<file path="src/rtl/vend_event_sequencer.sv">
// Purpose : debounce KEY1, sample coin/credit/clear switches once per press, offer one event code per press.
// Latency : ev_valid rises DEBOUNCE_CYCLES+3 edges after key_n is first sampled low (clean press).
// Backpres: ev_valid/ev_code held until ev_ready; key release and switch changes while offering are ignored.
//
// Ports: clock, reset_n (async assert, synchronised release), key_n (raw KEY1, active-low),
//        sw_coin[5:0] {clear, credit, dollar, quarter, dime, nickel}, report_mode (raw sw9),
//        ev_valid/ev_code[3:0]/ev_ready (event handshake), busy (not IDLE),
//        ev_count[7:0] (accepted events, wrapping), ev_drop (press discarded in report mode).
// Optional: define VEND_CONSEC_CHECK_EN to flag DOLLAR-DOLLAR / CREDIT-CREDIT as CONSEC_ERR (code 8).
module vend_event_sequencer #(
   parameter int DEBOUNCE_CYCLES = 240000,
   parameter int CNT_W           = 18
) (
   input  logic       clock,
   input  logic       reset_n,
   input  logic       key_n,
   input  logic [5:0] sw_coin,
   input  logic       report_mode,
   output logic       ev_valid,
   output logic [3:0] ev_code,
   input  logic       ev_ready,
   output logic       busy,
   output logic [7:0] ev_count,
   output logic       ev_drop
);

   localparam logic [3:0] C_DOLLAR = 4'd4;
   localparam logic [3:0] C_CREDIT = 4'd5;
   localparam logic [3:0] C_MULTI  = 4'd7;
`ifdef VEND_CONSEC_CHECK_EN
   localparam logic [3:0] C_CONSEC = 4'd8;
`endif

   // Press is confirmed on the edge where the counter would reach DEBOUNCE_CYCLES-1,
   // so the synced key has been low for DEBOUNCE_CYCLES samples (IDLE sample included).
   localparam logic [CNT_W-1:0] PRS_LAST = (DEBOUNCE_CYCLES > 1) ? CNT_W'(DEBOUNCE_CYCLES - 2) : '0;
   localparam logic [CNT_W-1:0] REL_LAST = CNT_W'(DEBOUNCE_CYCLES - 1);

   typedef enum logic [2:0] {S_IDLE, S_DEB_PRS, S_CAPTURE, S_OFFER, S_DEB_REL} state_e;

   // reset synchroniser: all other flops use the synchronised release
   logic rst_s1_q, rst_s1_d, rst_s2_q, rst_s2_d;
   logic rst_n;

   logic       key_s1_q, key_s1_d, key_s2_q, key_s2_d;
   logic [5:0] sw_s1_q, sw_s1_d, sw_s2_q, sw_s2_d;
   logic       rep_s1_q, rep_s1_d, rep_s2_q, rep_s2_d;

   state_e           state_q, state_d;
   logic [CNT_W-1:0] cnt_q, cnt_d;
   logic             ev_valid_q, ev_valid_d;
   logic [3:0]       ev_code_q, ev_code_d;
   logic [7:0]       ev_count_q, ev_count_d;
   logic             ev_drop_q, ev_drop_d;
   logic [3:0]       cls;

`ifdef VEND_CONSEC_CHECK_EN
   typedef enum logic [1:0] {TRK_NONE, TRK_DOLLAR, TRK_CREDIT} trk_e;
   trk_e trk_q, trk_d;
`endif

   // 0 bits -> ADVANCE, 1 bit -> index+1, more -> MULTI_ERR
   function automatic logic [3:0] classify(input logic [5:0] sw);
      logic [3:0] code;
      int         ones;
      code = 4'd0;
      ones = 0;
      for (int i = 0; i < 6; i++) begin
         if (sw[i]) begin
            ones = ones + 1;
            code = 4'(i + 1);
         end
      end
      if (ones > 1) code = C_MULTI;
      return code;
   endfunction

   always_comb begin
      rst_s1_d = 1'b1;
      rst_s2_d = rst_s1_q;
      key_s1_d = key_n;
      key_s2_d = key_s1_q;
      sw_s1_d  = sw_coin;
      sw_s2_d  = sw_s1_q;
      rep_s1_d = report_mode;
      rep_s2_d = rep_s1_q;
   end

   assign rst_n = rst_s2_q;

   always_ff @(posedge clock or negedge reset_n) begin
      if (!reset_n) begin
         rst_s1_q <= 1'b0;
         rst_s2_q <= 1'b0;
      end else begin
         rst_s1_q <= rst_s1_d;
         rst_s2_q <= rst_s2_d;
      end
   end

   always_comb begin
      state_d    = state_q;
      cnt_d      = cnt_q;
      ev_valid_d = ev_valid_q;
      ev_code_d  = ev_code_q;
      ev_count_d = ev_count_q;
      ev_drop_d  = 1'b0;
      cls        = classify(sw_s2_q);
`ifdef VEND_CONSEC_CHECK_EN
      trk_d      = trk_q;
      if ((cls == C_DOLLAR && trk_q == TRK_DOLLAR) || (cls == C_CREDIT && trk_q == TRK_CREDIT))
         cls = C_CONSEC;
`endif
      unique case (state_q)
         S_IDLE: begin
            if (!key_s2_q) begin
               state_d = S_DEB_PRS;
               cnt_d   = '0;
            end
         end
         S_DEB_PRS: begin
            if (key_s2_q) begin
               state_d = S_IDLE;
            end else if (cnt_q >= PRS_LAST) begin
               state_d = S_CAPTURE;
            end else begin
               cnt_d = cnt_q + 1'b1;
            end
         end
         S_CAPTURE: begin
            cnt_d = '0;
            if (rep_s2_q) begin
               ev_drop_d = 1'b1;
               state_d   = S_DEB_REL;
            end else begin
               ev_code_d  = cls;
               ev_valid_d = 1'b1;
               state_d    = S_OFFER;
            end
         end
         S_OFFER: begin
            if (ev_ready) begin
               ev_valid_d = 1'b0;
               ev_count_d = ev_count_q + 8'd1;
               cnt_d      = '0;
               state_d    = S_DEB_REL;
`ifdef VEND_CONSEC_CHECK_EN
               if (ev_code_q == C_DOLLAR)      trk_d = TRK_DOLLAR;
               else if (ev_code_q == C_CREDIT) trk_d = TRK_CREDIT;
               else                            trk_d = TRK_NONE;
`endif
            end
         end
         S_DEB_REL: begin
            // any low sample restarts the release window
            if (!key_s2_q)              cnt_d = '0;
            else if (cnt_q >= REL_LAST) state_d = S_IDLE;
            else                        cnt_d = cnt_q + 1'b1;
         end
         default: state_d = S_IDLE;
      endcase
   end

   always_ff @(posedge clock or negedge rst_n) begin
      if (!rst_n) begin
         key_s1_q   <= 1'b1;
         key_s2_q   <= 1'b1;
         sw_s1_q    <= '0;
         sw_s2_q    <= '0;
         rep_s1_q   <= 1'b0;
         rep_s2_q   <= 1'b0;
         state_q    <= S_IDLE;
         cnt_q      <= '0;
         ev_valid_q <= 1'b0;
         ev_code_q  <= '0;
         ev_count_q <= '0;
         ev_drop_q  <= 1'b0;
`ifdef VEND_CONSEC_CHECK_EN
         trk_q      <= TRK_NONE;
`endif
      end else begin
         key_s1_q   <= key_s1_d;
         key_s2_q   <= key_s2_d;
         sw_s1_q    <= sw_s1_d;
         sw_s2_q    <= sw_s2_d;
         rep_s1_q   <= rep_s1_d;
         rep_s2_q   <= rep_s2_d;
         state_q    <= state_d;
         cnt_q      <= cnt_d;
         ev_valid_q <= ev_valid_d;
         ev_code_q  <= ev_code_d;
         ev_count_q <= ev_count_d;
         ev_drop_q  <= ev_drop_d;
`ifdef VEND_CONSEC_CHECK_EN
         trk_q      <= trk_d;
`endif
      end
   end

   assign ev_valid = ev_valid_q;
   assign ev_code  = ev_code_q;
   assign ev_count = ev_count_q;
   assign ev_drop  = ev_drop_q;
   assign busy     = (state_q != S_IDLE);

endmodule

</file>
<file path="config.mk">
export PLATFORM = sky130hd
export DESIGN_NAME = vend_event_sequencer
export DESIGN_NICKNAME = d
export VERILOG_FILES = /design/src/rtl/vend_event_sequencer.sv
export SDC_FILE = /design/constraint.sdc
export NUM_CORES = 1
export LEC_CHECK = 0
export ABC_CLOCK_PERIOD_IN_PS = 1700
export BUFFER_PORTS_ARGS = -buffer_cell sky130_fd_sc_hd__buf_2
export CORE_MARGIN = 2
export CORE_UTILIZATION = 45
export DETAILED_ROUTE_END_ITERATION = 6
export PLACE_DENSITY = 0.73
export SLEW_MARGIN = 20
export SYNTH_ARGS = -nofsm -noshare
export SYNTH_HDL_FRONTEND = slang
export SYNTH_SLANG_ARGS = --single-unit
</file>
<file path="constraint.sdc">
create_clock -name clock -period 1.7 [get_ports clock]
set_input_delay 0.255 -clock clock [delete_from_list [all_inputs] [get_ports clock]]
set_output_delay 0.255 -clock clock [all_outputs]
set_load 0.02 [all_outputs]
</file>
Word level (Yosys, flattened, before mapping)

Index checks and enable logic that the tools add are counted.

Register bits after elaboration: 53
Input port bits: 11
Output and inout bits: 15
Word-level logic and storage cells: 80

$add $sub $neg: 7
Order comparisons: 3
Equality and inequality tests: 13
Mux-type cells: 33
Bitwise gates (word level): 1
Reduce and logical (&&, ||, !) cells: 9

Operator list:

| operator              | count |
|---|---|
| $add 32x2->32 const B | 5 |
| $mux 32               | 5 |
| $mux 18               | 6 |
| $pmux 18 s5           | 1 |
| $ge 18x18->1 const B  | 2 |
| $gt 32x2->1 const B   | 1 |
| $mux 3                | 7 |
| $mux 4                | 5 |
| $add 18x1->18 const B | 1 |
| $pmux 3 s5            | 1 |
| $ne 2x2->1 const B    | 7 |
| $add 8x1->8 const B   | 1 |
| $eq 3x2->1 const B    | 2 |
| $mux 1                | 6 |
| $ne 3x3->1 const B    | 2 |
| $reduce_and 6->1      | 1 |
| $reduce_and 5->1      | 1 |
| $reduce_bool 5->1     | 1 |
| $reduce_and 2->1      | 2 |
| $eq 3x1->1 const B    | 1 |
| $eq 3x3->1 const B    | 1 |
| $logic_not 3->1       | 1 |
| $reduce_and 3->1      | 1 |
| $reduce_bool 3->1     | 1 |
| 4 further kinds       | 4 |

Depth between registers and ports, before layout

Gate-level depths: netlist of run 1.

Depth after elaboration: 13
Depth in mapped cells: 13
Gate-level depth less buffers: 13

Least setup slack after synthesis of run 1

Ideal clock, no wire load.

Path type: reg2reg
Start point: register sw_s2_q[0]
End point: register ev_code_q[0], in the netlist ev_code[0]
Setup time: 0.130 ns
Arrival time: 2.371 ns
Required time: 1.570 ns
Setup slack: -0.801 ns
Cell stages (with the launch flop): 12
Buffers on the path: 0
Clock period less this slack: 2.501 ns
Path through: dfrtp_1 -> inv_1 -> ha_1 -> xnor2_1 -> inv_1 -> ha_1 -> nand2_1 -> o311ai_0 -> ha_1 -> mux2_2 -> o21ai_1 -> nand3_1

Word-level cells in the longest chain between the ends: 13
Elaborated cells on any way between the ends: 19
Classes of those cells: add/sub: 5; order compare: 1; mux: 13

RTL lines:

| element                  | line | RTL |
|---|---|---|
| start: declaration       | 46   | `logic [5:0] sw_s1_q, sw_s1_d, sw_s2_q, sw_s2_d;` |
| start signal: assignment | 185  | `sw_s2_q <= sw_s2_d;` |
| $mux 1                   | 69   | `if (sw[i]) begin` |
| $add 32x2->32            | 70   | `ones = ones + 1;` |
| $mux 32                  | 69   |  |
| $add 32x2->32            | 70   |  |
| $mux 32                  | 69   |  |
| $add 32x2->32            | 70   |  |
| $mux 32                  | 69   |  |
| $add 32x2->32            | 70   |  |
| $mux 32                  | 69   |  |
| $add 32x2->32            | 70   |  |
| $mux 32                  | 69   |  |
| $gt 32x2->1              | 74   | `if (ones > 1) code = C_MULTI;` |
| $mux 4 *                 | 74   |  |
| end signal: assignment   | 191  | `ev_code_q <= ev_code_d;` |
| end: declaration         | 52   | `logic [3:0] ev_code_q, ev_code_d;` |

Every way passes the cells marked *; elsewhere a longest branch is shown, timed or not.
A chain may end at the register's enable or synchronous reset.

Final worst setup path of run 1

Start point: register sw_s2_q[1]
End point: register ev_code_q[0], in the netlist ev_code[0]

Word-level cells in the longest chain between the ends: 11
Elaborated cells on any way between the ends: 16
Classes of those cells: add/sub: 4; order compare: 1; mux: 11

RTL lines:

| element       | line |
|---|---|
| $mux 32       | 69 |
| $add 32x2->32 | 70 |
| $mux 32       | 69 |
| $add 32x2->32 | 70 |
| $mux 32       | 69 |
| $add 32x2->32 | 70 |
| $mux 32       | 69 |
| $add 32x2->32 | 70 |
| $mux 32       | 69 |
| $gt 32x2->1   | 74 |
| $mux 4 *      | 74 |

Marks and branches as above.

==> flow_summary_export.csv, run 1 <==
group,metric,value,unit
placed_design,place_hpwl,4040,um
clock_tree,cts_root_buffer,"clkbuf_8",
sta,tns,-7990,ps
grt,antenna_found_initial,0,
clock_tree,clkLatencyLatePin,310,ps
finish,seqCellArea,0.00131,mm2
finish,multi_input_area,0.00147,mm2
sta,finalMaxSlewViolations,0,
clock_tree,cts_made_buffers,5,
sta,finalSetupViolations,25,
synth,async_flop_share,100,%
setup_path,cp_slowest_cell,"dfrtp_1",
floorplanning,core,0.00582,mm2
placed_design,place.gp.congestion,0.818,
grt,grt_pass1_wl,9960,um
synth,synthCells,266,
setup_path,endpoint_kind,"flip-flop",
synth,netlist_top_cells_area,"dfrtp_1, xnor2_1, ha_1, nor2_1, nand2_1",
detailed_routing,first_iter_violations,79,
sta,finClkSkew,5.28,ps
detailed_routing,ant_nets,0,
floorplanning,start_util,45.8,%
synth,ys_ff_latch,52,
clock_tree,cts_buffer_depth,2,
setup_path,arrival,2630,ps
sta,min_period,2440,ps
grt,grt_pass1_vias,2271,
synth,netlist_area,0.00266,mm2
job,drv_cap,0,
setup_path,worst-setup-path-type,"reg -> reg",
synth,ys.flop_type,"dfrtp_1",
floorplanning,rows,28,
synth,yosysMostFrequentCell,"dfrtp_1",
power,ir_drop,0.000493,V
placed_design,post-place-ws,-769,ps
clock_tree,cts.sinks,52,
clock_tree,htree_levels,2,
synth,synth_area_per_cell,10.0,um2
setup_path,cp_common_cell,"nand2_1",
grt,grt.overflow.total,0,
floorplanning,io_pins,26,
synth,synth-edff-count,0,
setup_path,cp_max_fo,3,
power,power_leakage,1.68,nW
sta,hold_viol,0,
detailed_routing,wirelength,5900,um
synth,yosysWarnings,0,
synth,synth.top_cell.area_share,47.0,%
synth,syn-num-nets,287,
synth,yosys.area.top_type,"dfrtp_1",
setup_path,reg2reg_slack,-740,ps
setup_path,critical_path_required,1890,ps
finish,utilization,62.5,%
grt,grt_usage,19.7,%
finish,area_delta_synth_final,36.5,%
detailed_routing,dr_total_vias,2175,
detailed_routing,drc,0,
detailed_routing,post_drt_via_cell_ratio,5.17,
sta,fmax,410,MHz
floorplanning,die_w,80.9,um
min_path,min_path_type,"in -> reg",
synth,synth_common_cells,"dfrtp_1, nor2_1, nand2_1, xnor2_1, nand3_1",
sta,period_share,143,%
setup_path,critPathLaunchType,"flip-flop",
outcome,status,"finished with violations",
synth,yosysSeqAreaShare,49.0,%
power,powerDensity,698,mW/mm2
synth,ys_types,51,
detailed_routing,wl_per_cell,14.0,um
finish,nNetsFinal,366,
placed_design,portBuffers,24,
clock_tree,tritoncts,"yes",
finish,drive_gt1_share,39.9,%
setup_path,critPathMaxStageDelay,390,ps
sta,rsz0062_at_grt,"true",
floorplanning,die_area,0.00654,mm2
sta,finalWorstSetupSlack,-738,ps
floorplanning,die_h,80.9,um
outcome,violations,"negative setup slack",
finish,num-fill-cells,478,
setup_path,cp_cell_sequence,"inv_2 > ha_4 > mux2i_1 > xor2_1 > a21oi_2 > ha_1 > nand2_1 > o311ai_2 > ha_2 > nand2_1 > mux2_2 > o21ai_2 > nand3_1",
finish,insertedDiodeCount,0,
clock_tree,path_clk_slew,90,ps
detailed_routing,drt_pre_antenna_iters,4,
grt,grt_max_degree,51,
==> final cells by class <==
type / count / share of cell area, %
well taps: 75 / 2.58
clock inverters: 3 / 1.17
multi-input cells: 191 / 40.6
repair buffers: 85 / 16.8
flip-flops and latches: 52 / 35.9
inverters: 10 / 1.03
clock buffers: 5 / 1.89
==> cell families after synthesis <==
family / Yosys count / synth area share, %
AOI/OAI and AO/OA: 36 / 9.59
xor gates and xnor gates: 24 / 7.90
adders and majority gates: 10 / 4.70
buffers and inverters: 23 / 4.04
DFF: 52 / 49.0
muxes: 4 / 1.60
other: 2 / 0.282
and+or+nand+nor: 115 / 22.9
==> report_power, final <==
part	leakage (nW)	switching, mW	internal, mW
registers	0.677	0.0260	1.27
clock network	0.0541	0.410	0.436
logic	0.945	0.197	0.198
==> final timing paths <==
kind / depth (start not counted) / end / start
min: 1 / key_s1_q / key_n
max reg2reg: 13 / ev_code[0] / sw_s2_q[1]
min in group asynchronous: 1 / ev_code[1] / rst_n
max: 13 / ev_code[0] / sw_s2_q[1]
min reg2reg: 1 / ev_code[1] / rst_n
max in group asynchronous: 1 / key_s1_q / rst_n
==> stage by stage <==
stage               power, mW  cell area (um2)  hold WS [ps]  std cells
floorplan                1.52             2730         -40.6        266
global placement         1.63             3290          39.7        406
detailed placement       1.65             3290          43.1        406
CTS                      2.52             3560          28.5        420
global route             2.67             3630          15.8        421
finish                   2.54             3630          37.3        421
==> routing by layer <==
| layer | global-route usage [%] | wire length, um |
|---|---|---|
| met1 | 23.4 | 2560 |
| met2 | 34.6 | 3050 |
| met3 | 4.33 | 165 |
| met4 | 7.63 | 132 |
| met5 | 0 | 0 |
==> cells in the final DEF (no fill, tap or decap), drive strengths merged, types with 3 or more instances in the layout <==
master,n
xor2,3
nor3,9
nand4,8
inv,10
ha,10
nor4,5
o211ai,3
buf,84
clkbuf,5
o21ai,12
nor2,26
nand3,16
dfrtp,50
nand2,23
and3,8
xnor2,21
a21oi,7
nor2b,4
==> registers in the layout, summed over array words and instances (netlist names) <==
name / flops
ev_code: 3
state_q: 3
sw_s1_q: 6
rep_s2_q: 1
rst_s1_q: 1
rst_n: 1
ev_valid: 1
ev_count: 8
key_s2_q: 1
sw_s2_q: 6
key_s1_q: 1
ev_drop: 1
cnt_q: 18
rep_s1_q: 1
==> critical path, delay by kind of cell (launching register included) <==
family	cells	cell delay, ps
muxes	2	430
AOI/OAI and AO/OA	3	300
buffers and inverters	1	80
and+or+nand+nor	3	210
adders and majority gates	3	680
DFF	1	390
xor gates and xnor gates	1	240
==> repair_timing <==
| action | 4_1_cts | 5_1_grt |
|---|---|---|
| resized for setup | 24 | 16 |
| buffers inserted | 4 | 2 |
| hold buffers | 1 | 0 |
| pin swaps | 17 | 11 |
| endpoints found under the hold margin | 2 | 0 |
| gates cloned | 1 | 0 |
| setup endpoints to repair | 25 | 25 |
Power figures use the tool's default switching activity.
==> run 2: changes to the inputs <==
--- a/config.mk
+++ b/config.mk
@@ -6,11 +6,11 @@
 export NUM_CORES = 1
 export LEC_CHECK = 0
 export ABC_CLOCK_PERIOD_IN_PS = 1700
-export BUFFER_PORTS_ARGS = -buffer_cell sky130_fd_sc_hd__buf_2
 export CORE_MARGIN = 2
 export CORE_UTILIZATION = 45
 export DETAILED_ROUTE_END_ITERATION = 6
-export PLACE_DENSITY = 0.73
+export DONT_BUFFER_PORTS = 1
+export PLACE_DENSITY = 0.7
 export SLEW_MARGIN = 20
 export SYNTH_ARGS = -nofsm -noshare
 export SYNTH_HDL_FRONTEND = slang
==> run 2 against run 1 <==
The flow still finishes with violations (negative setup slack). Final cell count decreased by 0.48%. Wire length is 8.5% higher. Final area increased by 5.0%. Clock skew increased by 0.80 ps. Count of clock-buffer cells in the layout rose by 1. Clock power shrank 9.3%. Critical path depth did not move. Sequential power about the same. Critical endpoint unchanged.
==> flow_summary_export.csv, run 2 (same netlist as run 1, synthesis figures left out) <==
group,metric,value,unit
detailed_routing,ant_nets,0,
clock_tree,cts_buffer_depth,2,
detailed_routing,dr_total_vias,2244,
finish,layout_commonest_cell,"buf_4",
clock_tree,cts.sinks,52,
clock_tree,tritoncts,"yes",
power,finalPower,2.55,mW
setup_path,reg2reg_slack,-800,ps
power,powerDensity,667,mW/mm2
sta,finalSetupViolations,24,
min_path,min_path_type,"in -> async",
setup_path,worstReg2RegStart,"sw_s2_q[1]",
setup_path,endpoint_kind,"flip-flop",
setup_path,arrival,2700,ps
sta,holdWs,164,ps
detailed_routing,first_iter_violations,97,
setup_path,cp_max_fo,4,
grt,grt_max_degree,37,
detailed_routing,wl_per_cell,15.3,um
setup_path,worst-setup-path-type,"reg -> reg",
finish,num-fill-cells,435,
placed_design,place.gp.congestion,0.855,
detailed_routing,post_drt_via_cell_ratio,5.36,
floorplanning,core,0.00582,mm2
floorplanning,io_pins,26,
floorplanning,die_area,0.00654,mm2
power,power_leakage,1.67,nW
placed_design,portBuffers,0,
outcome,status,"finished with violations",
clock_tree,htree_levels,2,
placed_design,place_hpwl,4090,um
power,ir_drop,0.000369,V
floorplanning,start_util,45.8,%
clock_tree,clkLatencyLatePin,300,ps
sta,period_share,147,%
sta,finalMaxSlewViolations,0,
finish,drive_gt1_share,39.5,%
sta,finalWorstSetupSlack,-804,ps
clock_tree,path_clk_slew,100,ps
finish,nNetsFinal,364,
grt,antenna_found_initial,0,
setup_path,r2r_cells,13,
setup_path,critical_path_required,1890,ps
outcome,violations,"negative setup slack",
clock_tree,cts_made_buffers,5,
finish,area_delta_synth_final,43.3,%
floorplanning,die_h,80.9,um
grt,grt.overflow.total,0,
finish,largest-register,"cnt_q",
sta,rsz0062_at_grt,"true",
clock_tree,cts_root_buffer,"clkbuf_8",
finish,final_cell_mix,"buf_4, dfrtp_1, nor2_1",
finish,largest_reg_flops,18,
grt,grt_pass1_wl,10300,um
detailed_routing,drc,0,
grt,grt_pass1_vias,2271,
setup_path,critPathLaunchType,"flip-flop",
floorplanning,rows,28,
sta,finClkSkew,6.08,ps
setup_path,r2r-end,"ev_code[0]",
detailed_routing,drt_pre_antenna_iters,4,
finish,insertedDiodeCount,0,
sta,hold_viol,0,
sta,fmax,399,MHz
grt,grt_usage,20.1,%
floorplanning,die_w,80.9,um
sta,min_period,2500,ps
detailed_routing,wirelength,6410,um
job,drv_cap,0,
run 2: cell types whose count changed in the layout (fill, tap and decap cells not counted), sizes merged:
cell and delta:
buf -10, dlygate4sd3 +8, inv +2, bufinv -1, clkbuf +1, clkinv -1
clkinvlp -1
run 2: cell type report:
type | instances | area (um2) | area share, %
clock inverters | 2 | 17.5 | 0.459
inverters | 10 | 37.5 | 0.984
flip-flops and latches | 52 | 1310 | 34.2
multi-input cells | 191 | 1570 | 41.1
well taps | 75 | 93.8 | 2.46
repair buffers | 83 | 709 | 18.6
clock buffers | 6 | 82.6 | 2.17
run 2: routing by layer:
metal  vias up  track usage (%)  share of wire (%)
met5         -                0                  0
met3        10             3.67                3.1
met4         0             7.12                1.5
li1       1086                -                  -
met1      1111             24.5                 43
met2        37             35.4                 52
run 2: what timing repair did:
item,4_1_cts,5_1_grt
hold endpoints to repair,10,0
gates cloned,1,0
resized for setup,30,36
setup endpoints to repair,25,27
pin swaps,18,29
hold buffers,9,0
buffers inserted,11,7
run 2: how the worst max path moves through the flow:
stage / startpoint / to / slack [ps] / depth (start not counted)
after CTS: sw_s2_q[0] / ev_code[0] / -760 / 12
after global routing: sw_s2_q[1] / ev_code[0] / -980 / 13
final: sw_s2_q[1] / ev_code[0] / -800 / 13
after global placement: sw_s2_q[0] / ev_code[0] / -670 / 13
after floorplan: sw_s2_q[0] / ev_code[0] / -630 / 13
after detailed placement: sw_s2_q[0] / ev_code[0] / -800 / 13
run 2: where the power goes:
group	internal [mW]	switching [mW]
sequential	1.27	0.0350
combinational	0.257	0.217
clock	0.342	0.424
run 2: critical path, cell delays in order (launching register included):
cell      delay (ps)
dfrtp_1          420
inv_2             90
ha_4             160
mux2i_1          160
xor2_1           250
a21oi_2          110
ha_1             300
nand2_2           70
o311ai_4         100
ha_2             230
nand2_1           60
mux2_4           270
o21ai_2          110
nand3_1           70
run 2: per-stage QoR:
stage / worst slack, ps / std cells / utilization, % / setup TNS [ps] / instance area [um2]
final: -804 / 419 / 65.6 / -9490 / 3810
after global routing: -977 / 419 / 65.6 / -11850 / 3810
after CTS: -756 / 414 / 61.7 / -8830 / 3590
after detailed placement: -801 / 386 / 55.0 / -8330 / 3200
after global placement: -671 / 386 / 55.0 / -7730 / 3200
after floorplan: -625 / 266 / - / -5170 / 2730
==> run 3: changes to the inputs <==
--- a/config.mk
+++ b/config.mk
@@ -11,6 +11,7 @@
 export DETAILED_ROUTE_END_ITERATION = 6
 export DONT_BUFFER_PORTS = 1
 export PLACE_DENSITY = 0.7
+export RECOVER_POWER = 50
 export SLEW_MARGIN = 20
 export SYNTH_ARGS = -nofsm -noshare
 export SYNTH_HDL_FRONTEND = slang
==> run 3 against run 2 <==
The run still ends with negative setup slack left. Sequential share of layout area up 0.091 points. Utilization is 0.24 points lower. Critical path depth is the same. Worst setup slack about the same. Flip-flop and latch count unchanged. Global-route usage unchanged. Count of clock-buffer cells in the layout unchanged. Sequential power hardly changed. Non-clock buffer count is the same. Clock skew barely moved. Combinational power about the same. Final cell count stayed put. Largest cell class unchanged.
==> flow_summary_export.csv, run 3 (same netlist as run 1, synthesis figures left out) <==
group,metric,value,unit
floorplanning,die_w,80.9,um
finish,drive_gt1_share,39.2,%
power,ir_drop,0.000369,V
finish,final_cell_mix,"buf_4, dfrtp_1, nor2_1",
clock_tree,htree_levels,2,
setup_path,reg2reg_slack,-800,ps
placed_design,post-place-ws,-801,ps
sta,min_period,2500,ps
grt,grt_pass1_vias,2271,
grt,grt_pass1_wl,10300,um
setup_path,worst-setup-path-type,"reg -> reg",
floorplanning,core,0.00582,mm2
setup_path,r2r-end,"ev_code[0]",
grt,antenna_found_initial,0,
grt,use_met2,35.4,%
detailed_routing,drt_pre_antenna_iters,4,
placed_design,place_hpwl,4090,um
setup_path,r2r_cells,13,
setup_path,worstReg2RegStart,"sw_s2_q[1]",
setup_path,endpoint_kind,"flip-flop",
sta,max_slew.worst_pin.slew,604,ps
clock_tree,clkLatencyLatePin,300,ps
grt,grt.overflow.total,0,
finish,largest-register,"cnt_q",
floorplanning,start_util,45.8,%
floorplanning,die_h,80.9,um
setup_path,critPathLaunchType,"flip-flop",
power,power_leakage,1.67,nW
clock_tree,cts_buffer_depth,2,
sta,tns,-9480,ps
finish,largest_reg_flops,18,
sta,finClkSkew,6.00,ps
grt,grt.met3_usage,3.67,%
outcome,violations,"negative setup slack",
clock_tree,path_clk_slew,100,ps
finish,area_delta_synth_final,42.8,%
setup_path,arrival,2700,ps
clock_tree,tritoncts,"yes",
grt,gr-max-usage-layer,"met2",
detailed_routing,wl_per_cell,15.3,um
floorplanning,die_area,0.00654,mm2
detailed_routing,first_iter_violations,99,
grt,grt_max_degree,37,
setup_path,cp_max_fo,4,
sta,finalSetupViolations,24,
clock_tree,cts_made_buffers,5,
clock_tree,cts.sinks,52,
sta,rsz0062_at_grt,"true",
finish,nNetsFinal,364,
floorplanning,rows,28,
grt,grtUsageMet1,24.5,%
placed_design,portBuffers,0,
floorplanning,io_pins,26,
sta,finalWorstSetupSlack,-804,ps
grt,grt_usage,20.1,%
setup_path,critical_path_required,1890,ps
detailed_routing,post_drt_via_cell_ratio,5.35,
min_path,min_path_type,"in -> async",
detailed_routing,drc,0,
clock_tree,cts_root_buffer,"clkbuf_8",
sta,period_share,147,%
finish,insertedDiodeCount,0,
sta,hold_viol,0,
detailed_routing,ant_nets,0,
sta,finalMaxSlewViolations,0,
job,drv_cap,0,
finish,layout_commonest_cell,"buf_4",
sta,maxSlewHeadroom,59.8,%
outcome,status,"finished with violations",
power,powerDensity,669,mW/mm2
placed_design,place.gp.congestion,0.855,
detailed_routing,wirelength,6410,um
detailed_routing,dr_total_vias,2242,
sta,fmax,399,MHz
run 3: layout make-up:
type	instances	area (um2)
Fill cell	435	2020
Inverter	10	37.5
Tap cell	75	93.8
Clock buffer	6	82.6
Timing Repair Buffer	83	697
Clock inverter	2	17.5
Sequential cell	52	1300
Multi-Input combinational cell	191	1570
run 3: layer usage:
metal,vias up,routed length [um]
met2,37,3340
met4,0,96
li1,1086,-
met3,10,201
met5,-,0
met1,1109,2770
run 3: report_power, final:
part | leakage [nW] | switching (mW) | internal [mW] | total, mW
Combinational | 0.935 | 0.217 | 0.253 | 0.471
Clock | 0.0522 | 0.424 | 0.342 | 0.766
Sequential | 0.678 | 0.0343 | 1.27 | 1.30
run 3: worst max path at each step:
stage	from	end	slack (ps)
finish	sw_s2_q[1]	ev_code[0]	-800
global route	sw_s2_q[1]	ev_code[0]	-980
CTS	sw_s2_q[0]	ev_code[0]	-760
floorplan	sw_s2_q[0]	ev_code[0]	-630
detailed placement	sw_s2_q[0]	ev_code[0]	-800
global placement	sw_s2_q[0]	ev_code[0]	-670
run 3: worst max-delay path, cell delays in order (launching register included):
cell	delay (ps)
dfrtp_1	420
inv_2	90
ha_4	160
mux2i_1	160
xor2_1	250
a21oi_2	110
ha_1	300
nand2_2	70
o311ai_4	100
ha_2	230
nand2_1	60
mux2_4	270
o21ai_2	110
nand3_1	70
run 3: stage by stage:
step / std cells / power, mW / utilization [%] / hold WS, ps / instance area (um2)
finish: 419 / 2.54 / 65.3 / 164 / 3800
global route: 419 / 2.67 / 65.3 / 157 / 3800
CTS: 414 / 2.49 / 61.7 / 160 / 3590
detailed placement: 386 / 1.64 / 55.0 / -40.5 / 3200
global placement: 386 / 1.62 / 55.0 / -40.6 / 3200
floorplan: 266 / 1.52 / - / -40.6 / 2730
run 3: repair_timing:
| item | in CTS | in global routing |
|---|---|---|
| hold buffers | 9 | 0 |
| gates cloned | 1 | 0 |
| hold endpoints to repair | 10 | 0 |
| setup endpoints to repair | 25 | 27 |
| gates resized for setup | 30 | 36 |
| setup buffers | 11 | 7 |
| pin swaps | 18 | 29 |
